File: config.mk
export PLATFORM = sky130hd
export DESIGN_NAME = mul8_mac_accum
export DESIGN_NICKNAME = d
export VERILOG_FILES = /design/src/rtl/mul8_mac_pkg.sv /design/src/rtl/mul8_mac_accum_out_reg.sv /design/src/rtl/mul8_mac_accum.sv
export SDC_FILE = /design/constraint.sdc
export NUM_CORES = 1
export LEC_CHECK = 0
export ABC_CLOCK_PERIOD_IN_PS = 4000
export CORE_UTILIZATION = 45
export DETAILED_ROUTE_END_ITERATION = 8
export PLACE_DENSITY = 0.7
export SLEW_MARGIN = 10
export SYNTH_ARGS = -nofsm -noshare
export SYNTH_HDL_FRONTEND = slang
export SYNTH_HIERARCHICAL = 1
export SYNTH_SLANG_ARGS = --single-unit
File: constraint.sdc
create_clock -name clk -period 4 [get_ports clk]
set_input_delay 0.4 -clock clk [delete_from_list [all_inputs] [get_ports clk]]
set_output_delay 0.4 -clock clk [all_outputs]
set_load 0.03 [all_outputs]
File: src/rtl/mul8_mac_pkg.sv
`default_nettype none
// ============================================================================
// Module   : mul8_mac_pkg
// Brief    : Shared widths and the carry-aware saturating add for the MAC stage.
// Revision : 1.0
// ============================================================================
package mul8_mac_pkg;

    localparam int ACC_W_DEF = 24;
    localparam int CNT_W_DEF = 8;
    localparam int ACC_W_MAX = 64;

    // Sized for the widest supported accumulator; sat_add masks to the live width.
    typedef logic [ACC_W_MAX-1:0] acc_t;

    // Returns {carry, res}: carry is bit w of acc + prod, res is the w-bit result
    // (all-ones when sat is set and the add carried out).
    function automatic logic [ACC_W_MAX:0] sat_add(input acc_t acc,
                                                  input logic [15:0] prod,
                                                  input bit sat,
                                                  input int w);
        logic [ACC_W_MAX:0] sum;
        logic [ACC_W_MAX:0] cbit;
        acc_t               mask;
        logic               carry;
        sum   = {1'b0, acc} + {{(ACC_W_MAX-15){1'b0}}, prod};
        cbit  = {{ACC_W_MAX{1'b0}}, 1'b1} << w;
        carry = |(sum & cbit);
        mask  = ~({ACC_W_MAX{1'b1}} << w);
        if (sat && carry) begin
            return {carry, mask};
        end
        return {carry, sum[ACC_W_MAX-1:0] & mask};
    endfunction

endpackage
`default_nettype wire

File: src/rtl/mul8_mac_accum_out_reg.sv
`default_nettype none
// ============================================================================
// Module   : mul8_mac_out_reg
// Brief    : One-deep valid/ready result holding register; a load beats a drain.
// Revision : 1.0
// ============================================================================
module mul8_mac_out_reg #(
    parameter int DATA_W = 24,
    parameter int CNT_W  = 8
) (
    input  logic              clk,
    input  logic              rst_n,
    input  logic              i_load,
    input  logic [DATA_W-1:0] i_data,
    input  logic [CNT_W-1:0]  i_count,
    input  logic              i_ovf,
    input  logic              i_ready,
    output logic              o_valid,
    output logic [DATA_W-1:0] o_data,
    output logic [CNT_W-1:0]  o_count,
    output logic              o_ovf
);

    logic              valid_q, valid_d;
    logic [DATA_W-1:0] data_q, data_d;
    logic [CNT_W-1:0]  count_q, count_d;
    logic              ovf_q, ovf_d;

    always_comb begin
        valid_d = valid_q;
        data_d  = data_q;
        count_d = count_q;
        ovf_d   = ovf_q;
        if (i_load) begin
            valid_d = 1'b1;
            data_d  = i_data;
            count_d = i_count;
            ovf_d   = i_ovf;
        end else if (i_ready) begin
            valid_d = 1'b0;
        end
    end

    always_ff @(posedge clk or negedge rst_n) begin
        if (!rst_n) begin
            valid_q <= 1'b0;
            data_q  <= '0;
            count_q <= '0;
            ovf_q   <= 1'b0;
        end else begin
            valid_q <= valid_d;
            data_q  <= data_d;
            count_q <= count_d;
            ovf_q   <= ovf_d;
        end
    end

    assign o_valid = valid_q;
    assign o_data  = data_q;
    assign o_count = count_q;
    assign o_ovf   = ovf_q;

endmodule
`default_nettype wire

File: src/rtl/mul8_mac_accum.sv
`default_nettype none
// ============================================================================
// Module   : mul8_mac_accum
// Brief    : Streaming MAC stage summing an external 8x8 multiplier's products per frame.
// Revision : 1.0
// ============================================================================
module mul8_mac_accum
    import mul8_mac_pkg::*;
#(
    parameter int ACC_W = ACC_W_DEF,
    parameter int CNT_W = CNT_W_DEF,
    parameter bit SAT   = 1'b1
) (
    input  logic             clk,
    input  logic             rst_n,
    input  logic             flush,
    input  logic             in_valid,
    output logic             in_ready,
    input  logic [7:0]       in_a,
    input  logic [7:0]       in_b,
    input  logic             in_last,
    output logic [7:0]       mul_a,
    output logic [7:0]       mul_b,
    input  logic [15:0]      mul_o,
    output logic             out_valid,
    input  logic             out_ready,
    output logic [ACC_W-1:0] out_data,
    output logic [CNT_W-1:0] out_count,
    output logic             out_ovf
);

    if (ACC_W < 16 || ACC_W >= ACC_W_MAX) begin : g_acc_w_check
        $error("mul8_mac_accum: ACC_W must be in [16, %0d)", ACC_W_MAX);
    end

    logic             s1_v_q, s1_v_d;
    logic             s1_last_q, s1_last_d;
    logic [7:0]       mul_a_q, mul_a_d;
    logic [7:0]       mul_b_q, mul_b_d;
    logic [ACC_W-1:0] acc_q, acc_d;
    logic [CNT_W-1:0] cnt_q, cnt_d;
    logic             ovf_q, ovf_d;
    logic             rdy_q;

    logic                          stall;
    logic                          accept;
    logic                          load;
    logic [ACC_W_MAX:0]            add_r;
    logic                          carry;
    logic [ACC_W-1:0]              res;
    logic [ACC_W_MAX-ACC_W-1:0]    unused_add_hi;
    logic                          cnt_full;
    logic [CNT_W-1:0]              cnt_n;
    logic                          ovf_n;

    // Only a finished frame waiting behind an unaccepted result can block the pipe.
    assign stall    = s1_v_q & s1_last_q & out_valid & ~out_ready;
    assign in_ready = rdy_q & ~stall;
    assign accept   = in_valid & in_ready;
    assign load     = s1_v_q & s1_last_q & ~stall & ~flush;

    assign add_r         = sat_add({{(ACC_W_MAX-ACC_W){1'b0}}, acc_q}, mul_o, SAT, ACC_W);
    assign carry         = add_r[ACC_W_MAX];
    assign res           = add_r[ACC_W-1:0];
    assign unused_add_hi = add_r[ACC_W_MAX-1:ACC_W];

    assign cnt_full = &cnt_q;
    assign cnt_n    = cnt_full ? cnt_q : cnt_q + CNT_W'(1);
    assign ovf_n    = ovf_q | carry | cnt_full;

    always_comb begin
        s1_v_d    = s1_v_q;
        s1_last_d = s1_last_q;
        mul_a_d   = mul_a_q;
        mul_b_d   = mul_b_q;
        acc_d     = acc_q;
        cnt_d     = cnt_q;
        ovf_d     = ovf_q;
        if (flush) begin
            s1_v_d = 1'b0;
            acc_d  = '0;
            cnt_d  = '0;
            ovf_d  = 1'b0;
        end else if (!stall) begin
            s1_v_d = accept;
            if (accept) begin
                mul_a_d   = in_a;
                mul_b_d   = in_b;
                s1_last_d = in_last;
            end
            if (s1_v_q) begin
                if (s1_last_q) begin
                    acc_d = '0;
                    cnt_d = '0;
                    ovf_d = 1'b0;
                end else begin
                    acc_d = res;
                    cnt_d = cnt_n;
                    ovf_d = ovf_n;
                end
            end
        end
    end

    always_ff @(posedge clk or negedge rst_n) begin
        if (!rst_n) begin
            s1_v_q    <= 1'b0;
            s1_last_q <= 1'b0;
            mul_a_q   <= '0;
            mul_b_q   <= '0;
            acc_q     <= '0;
            cnt_q     <= '0;
            ovf_q     <= 1'b0;
            rdy_q     <= 1'b0;
        end else begin
            s1_v_q    <= s1_v_d;
            s1_last_q <= s1_last_d;
            mul_a_q   <= mul_a_d;
            mul_b_q   <= mul_b_d;
            acc_q     <= acc_d;
            cnt_q     <= cnt_d;
            ovf_q     <= ovf_d;
            rdy_q     <= 1'b1;
        end
    end

    assign mul_a = mul_a_q;
    assign mul_b = mul_b_q;

    mul8_mac_out_reg #(
        .DATA_W (ACC_W),
        .CNT_W  (CNT_W)
    ) u_out_reg (
        .clk     (clk),
        .rst_n   (rst_n),
        .i_load  (load),
        .i_data  (res),
        .i_count (cnt_n),
        .i_ovf   (ovf_n),
        .i_ready (out_ready),
        .o_valid (out_valid),
        .o_data  (out_data),
        .o_count (out_count),
        .o_ovf   (out_ovf)
    );

endmodule
`default_nettype wire
# [Yosys cells after proc, flatten, opt, wreduce, memory -nomap -nowiden]
# Index checks and enable logic that the tools add are counted.
# W data, S select, Z words.
[word_totals] inputBits=38 word_cells=52 register_bits=86
[op_classes] reduce_logical=5 muxes=20 add_sub_neg=2 eq_ne=1 bitwise=12
[op_table] op="$mux W65" n=2
[op_table] op="$mux W24" n=4
[op_table] op="$mux W8" n=5
[op_table] op="$add A24 B16 Y25" n=1
[op_table] op="$mux W1" n=9
[op_table] op="$add A8 B1 Y8 const B" n=1
[op_table] op="$reduce_and A8 Y1" n=1
[op_table] op="$and A1 B1 Y1" n=7
[op_table] op="$reduce_bool A2 Y1" n=2
[op_table] op="$not A1 Y1" n=3
[op_table] op="$reduce_and A3 Y1" n=1
[op_table] op="$ne A2 B2 Y1 const B" n=1
[op_table] op="$or A1 B1 Y1" n=2
[op_table] op="$reduce_and A2 Y1" n=1

# [Logic depth before layout (Yosys ltp)]
[depth] ltp_word=9 depth_mapped=11 mapped_depth_nobuf=10

# [Cells and area by module]
# Netlist, hierarchy kept.
[modules_own_cells] mod="mul8_mac_accum" area_per_inst_um2=3435.8 cells_each=361 seq_area_each_um2=1301.2 n_inst=1
[modules_own_cells] mod="mul8_mac_out_reg" area_per_inst_um2=1413.9 cells_each=73 seq_area_each_um2=850.8 n_inst=1

# [Least setup slack after synthesis]
# No wires, ideal clock.
[synth_path] path_kind="input to register" start="input port mul_o[0]" end="register u_out_reg.data_q[21], in the netlist u_out_reg/o_data[21]" setup_ps=125 stages=11 arrival_ps=2538 setup_slack_ps=1337 required_time_ps=3875 n_path_buf=1 path_cell_list="ha_1 fa_1 a211oi_1 o21ai_1 nand4_1 a21oi_2 o211ai_2 buf_2 nand3_1 o21a_1 mux2_2"
[synth_between] elab_chain_len=3
[synth_lines] item="start: declaration" line_no="mul8_mac_accum.sv:24" text="input logic [15:0] mul_o,"
[synth_lines] item="$add A24 B16 Y25 (*)" line_no="mul8_mac_pkg.sv:26" text="sum = {1'b0, acc} + {{(ACC_W_MAX-15){1'b0}}, prod};"
[synth_lines] item="$mux W1" line_no="mul8_mac_pkg.sv:30" text="if (sat && carry) begin"
[synth_lines] item="$mux W65 (*)" line_no="mul8_mac_pkg.sv:33" text="return {carry, sum[ACC_W_MAX-1:0] & mask};"
[synth_lines] item="named net add_r[21]" line_no="mul8_mac_accum.sv:48" text="logic [ACC_W_MAX:0] add_r;"
[synth_lines] item="end signal: assignment" line_no="mul8_mac_accum_out_reg.sv:52" text="data_q <= data_d;"
[synth_lines] item="end: declaration" line_no="mul8_mac_accum_out_reg.sv:25" text="logic [DATA_W-1:0] data_q, data_d;"
# The timed path passes the listed nets; every way through them passes the cells marked *.
# A chain may end at the register's enable or synchronous reset.

# [Worst setup path after layout]
[layout_path] start="input port mul_o[0]" end="register u_out_reg.data_q[5], in the netlist u_out_reg/o_data[5]"
# The elaborated chain is that of the path after synthesis.

==> results.toml <==
[logic_synthesis]
syn_area_um2 = 4850
ys_seq_elements = 86
synthCells = 434
ys.flop_type = "dfrtp_1"
yosysSeqAreaShare_pct = 44.4
synthDistinctLibCells = 57
syn_nets = 490
synth_edf_count = 0
ys_warn_count = 6
synthArstFlopShare_pct = 100
syn_avg_cell_area_um2 = 11.2

[floorplanning]
ios = 89
die_w_um = 106
std_cell_rows = 37
start_util_pct = 46.8
die_area_um2 = 11200
die_h_um = 106
coreArea_um2 = 10400

[cts]
clkSinkCount = 86
cts_setup_buffers = 0
clk_pin_slew_ns = 0.08
cts_tree = "built"
h-tree-depth = 3
root_buffer = "clkbuf_8"
clk_path_buf_depth = 2
insertion_delay_ns = 0.36
cts_inserted_buffers = 9
cts_hold_buf = 0
ctsResizeCount = 0

[global_routing]
grt_pass1_wl_mm = 17.3
track_usage_pct = 19.6
first_global_vias = 3634
antenna_found_initial = 0
grt_max_degree = 87
overflow = 0

[worst_setup_path]
cp-end-kind = "register"
crit_required_ns = 4.25
crit_fanout = 16
worstPathArrival_ns = 3.40
cp-start-kind = "input port"
path_class = "input port to register"

[finish]
num_antenna_cells = 0
layout_common_cells = "clkdlybuf4s50_1, dfrtp_1, nand2_1, mux2_4, mux2_2"
drive_gt1_share_pct = 17.7
final_common_cell = "clkdlybuf4s50_1"
post-route-util_pct = 57.2
stdcell_area_um2 = 5930
area_growth_pct = 22.3
final_net_count = 567

[sta]
fin_skew_ns = 0.0117
max_slew_margin_pct = 28.8
post-route-period-util_pct = 78.8
drv_slew = 0
setup_tns_ns = 0
fin_crit_ns = 3.15
fmax_ghz = 0.317
setup_viol_count_final = 0
tightest_slew_ns = 1.07
hold_violations = 0
fin_ws_ns = 0.847
rsz0062_at_grt = "no"

[routing]
met3_length_um = 863
dr.pass1.iters = 4
routed-via-count = 3590
drtAntennaViolNets = 0
wl_met2_mm = 4.59
route.detailed.drc = 0
top_layer_used = "met4"
drt-wirelength-per-cell_um = 15.7
routed_via_density = 5.51
drt-met1-wl_mm = 4.69
wirelength_mm = 10.2
drt_iter0_drc = 153

[pwr]
vdd_drop_max_mv = 0.317
swShare_pct = 31.9
internal_power_w = 0.00158
share_comb_of_total_power_pct = 31.3
p_clk_share_pct = 23.9
power_density_nw_per_um2 = 392
p_leak_nw = 2.69
power_frac_seq_pct = 44.8
switchingPower_w = 0.000743

[placed_design]
dp_hpwl_mm = 7.24
dp_slack_ns = 0.458
gp_congestion = 0.871
io_buffers = 88
postPlaceCellArea_um2 = 5760

[hold_path]
min_path_type = "input port to async pin"

[flow_run]
maxCapViolCount = 0

[run_status]
outcome = "finished clean"
## cells in the mapped netlist, types with 2 or more instances
| master | count | area, um^2 |
|---|---|---|
| buf_2 | 5 | 25.0 |
| clkbuf_1 | 12 | 45.0 |
| a21oi_2 | 4 | 35.0 |
| o21ai_1 | 3 | 15.0 |
| mux2_4 | 29 | 435 |
| a31oi_1 | 5 | 31.3 |
| nand2_1 | 42 | 158 |
| nor3_1 | 5 | 25.0 |
| xnor2_1 | 10 | 87.6 |
| buf_12 | 3 | 60.1 |
| nor2_1 | 18 | 67.6 |
| a22o_1 | 19 | 166 |
| o211ai_1 | 3 | 22.5 |
| or3_1 | 3 | 18.8 |
| xor2_1 | 11 | 96.3 |
| a31o_2 | 3 | 26.3 |
| buf_6 | 4 | 45.0 |
| a21oi_1 | 19 | 95.1 |
| mux2_2 | 22 | 248 |
| nand4_1 | 10 | 62.6 |
| ha_1 | 17 | 213 |
| nand3b_1 | 5 | 37.5 |
| o21a_1 | 5 | 37.5 |
| a21o_1 | 9 | 67.6 |
| and3_1 | 8 | 50.1 |
| nand4b_1 | 2 | 17.5 |
| a21boi_0 | 4 | 30.0 |
| nand3_1 | 16 | 80.1 |
| dfrtp_1 | 86 | 2150 |
| nor2b_1 | 3 | 18.8 |
| o21ai_0 | 14 | 70.1 |
| inv_1 | 9 | 33.8 |
| o211ai_2 | 2 | 25.0 |
## per-stage QoR
step           power, W  instances  hold WS, ns
6_report        0.00233        651        0.211
3_3_place_gp    0.00178        636        0.487
3_5_place_dp    0.00179        636        0.495
4_1_cts         0.00236        651        0.272
2_1_floorplan   0.00149        434        0.104
5_1_grt         0.00244        651        0.317
## metal layers
layer | vias to the layer above | global-route usage, %
met5 | - | 0
met4 | 0 | 5.65
met3 | 9 | 6.37
met2 | 131 | 30.4
met1 | 1726 | 26.1
li1 | 1724 | -
## state kept, by name (all words and copies together) (netlist names), 8 cells and up
| name | flops |
|---|---|
| acc_q | 24 |
| cnt_q | 8 |
| mul_a | 8 |
| mul_b | 8 |
| u_out_reg/o_count | 8 |
| u_out_reg/o_data | 24 |
## cells by family (layout without fill, tap and decap cells)
logic type      Yosys count  after routing  synth area share [%]
buf+inv                  35            116                  4.54
other cells               1              1                0.0773
compound gates          102            102                  15.8
flops                    86             86                  44.4
fa+ha+maj                18             18                  4.80
simple gates            120            120                  12.5
mux                      51             51                  14.1
xor+xnor                 21             21                  3.79
## worst max-delay path, stage by stage
cell and delay, ns:
clkdlybuf4s50_1 0.43, ha_1 0.24, fa_1 0.45, a211oi_1 0.31, o21ai_1 0.17, nand4_1 0.20
a21oi_2 0.10, o211ai_2 0.37, buf_4 0.31, o21ai_1 0.13, mux2_4 0.28
## power groups by stage
stage | clock network (W) | logic [W] | registers, W
final | 0.000556 | 0.000729 | 0.00104
after global routing | 0.000611 | 0.000772 | 0.00105
after CTS | 0.000580 | 0.000735 | 0.00104
after detailed placement | 0 | 0.000733 | 0.00106
after global placement | 0 | 0.000724 | 0.00105
after floorplan | 0 | 0.000240 | 0.00125
## final timing paths
check	end	slack (ns)	startpoint	cells past startpoint
worst max-delay path	u_out_reg/o_data[5]	0.85	mul_o[0]	11
worst min-delay path	acc_q[4]	0.21	rst_n	1
worst min register to register	mul_b[4]	0.51	mul_b[4]	1
worst max register to register	u_out_reg/o_data[5]	0.96	acc_q[0]	10
min in group clk	mul_b[4]	0.51	mul_b[4]	1
max in group asynchronous	cnt_q[1]	3.08	rst_n	1
## layout make-up
cell class                      count  area (um^2)
Inverter                            9         33.8
Multi-Input combinational cell    313         2490
Sequential cell                    86         2150
Clock buffer                       12          155
Fill cell                         911         4440
Tap cell                          136          170
Clock inverter                      3         20.0
Timing Repair Buffer               92          908
Power figures use the tool's default switching activity.
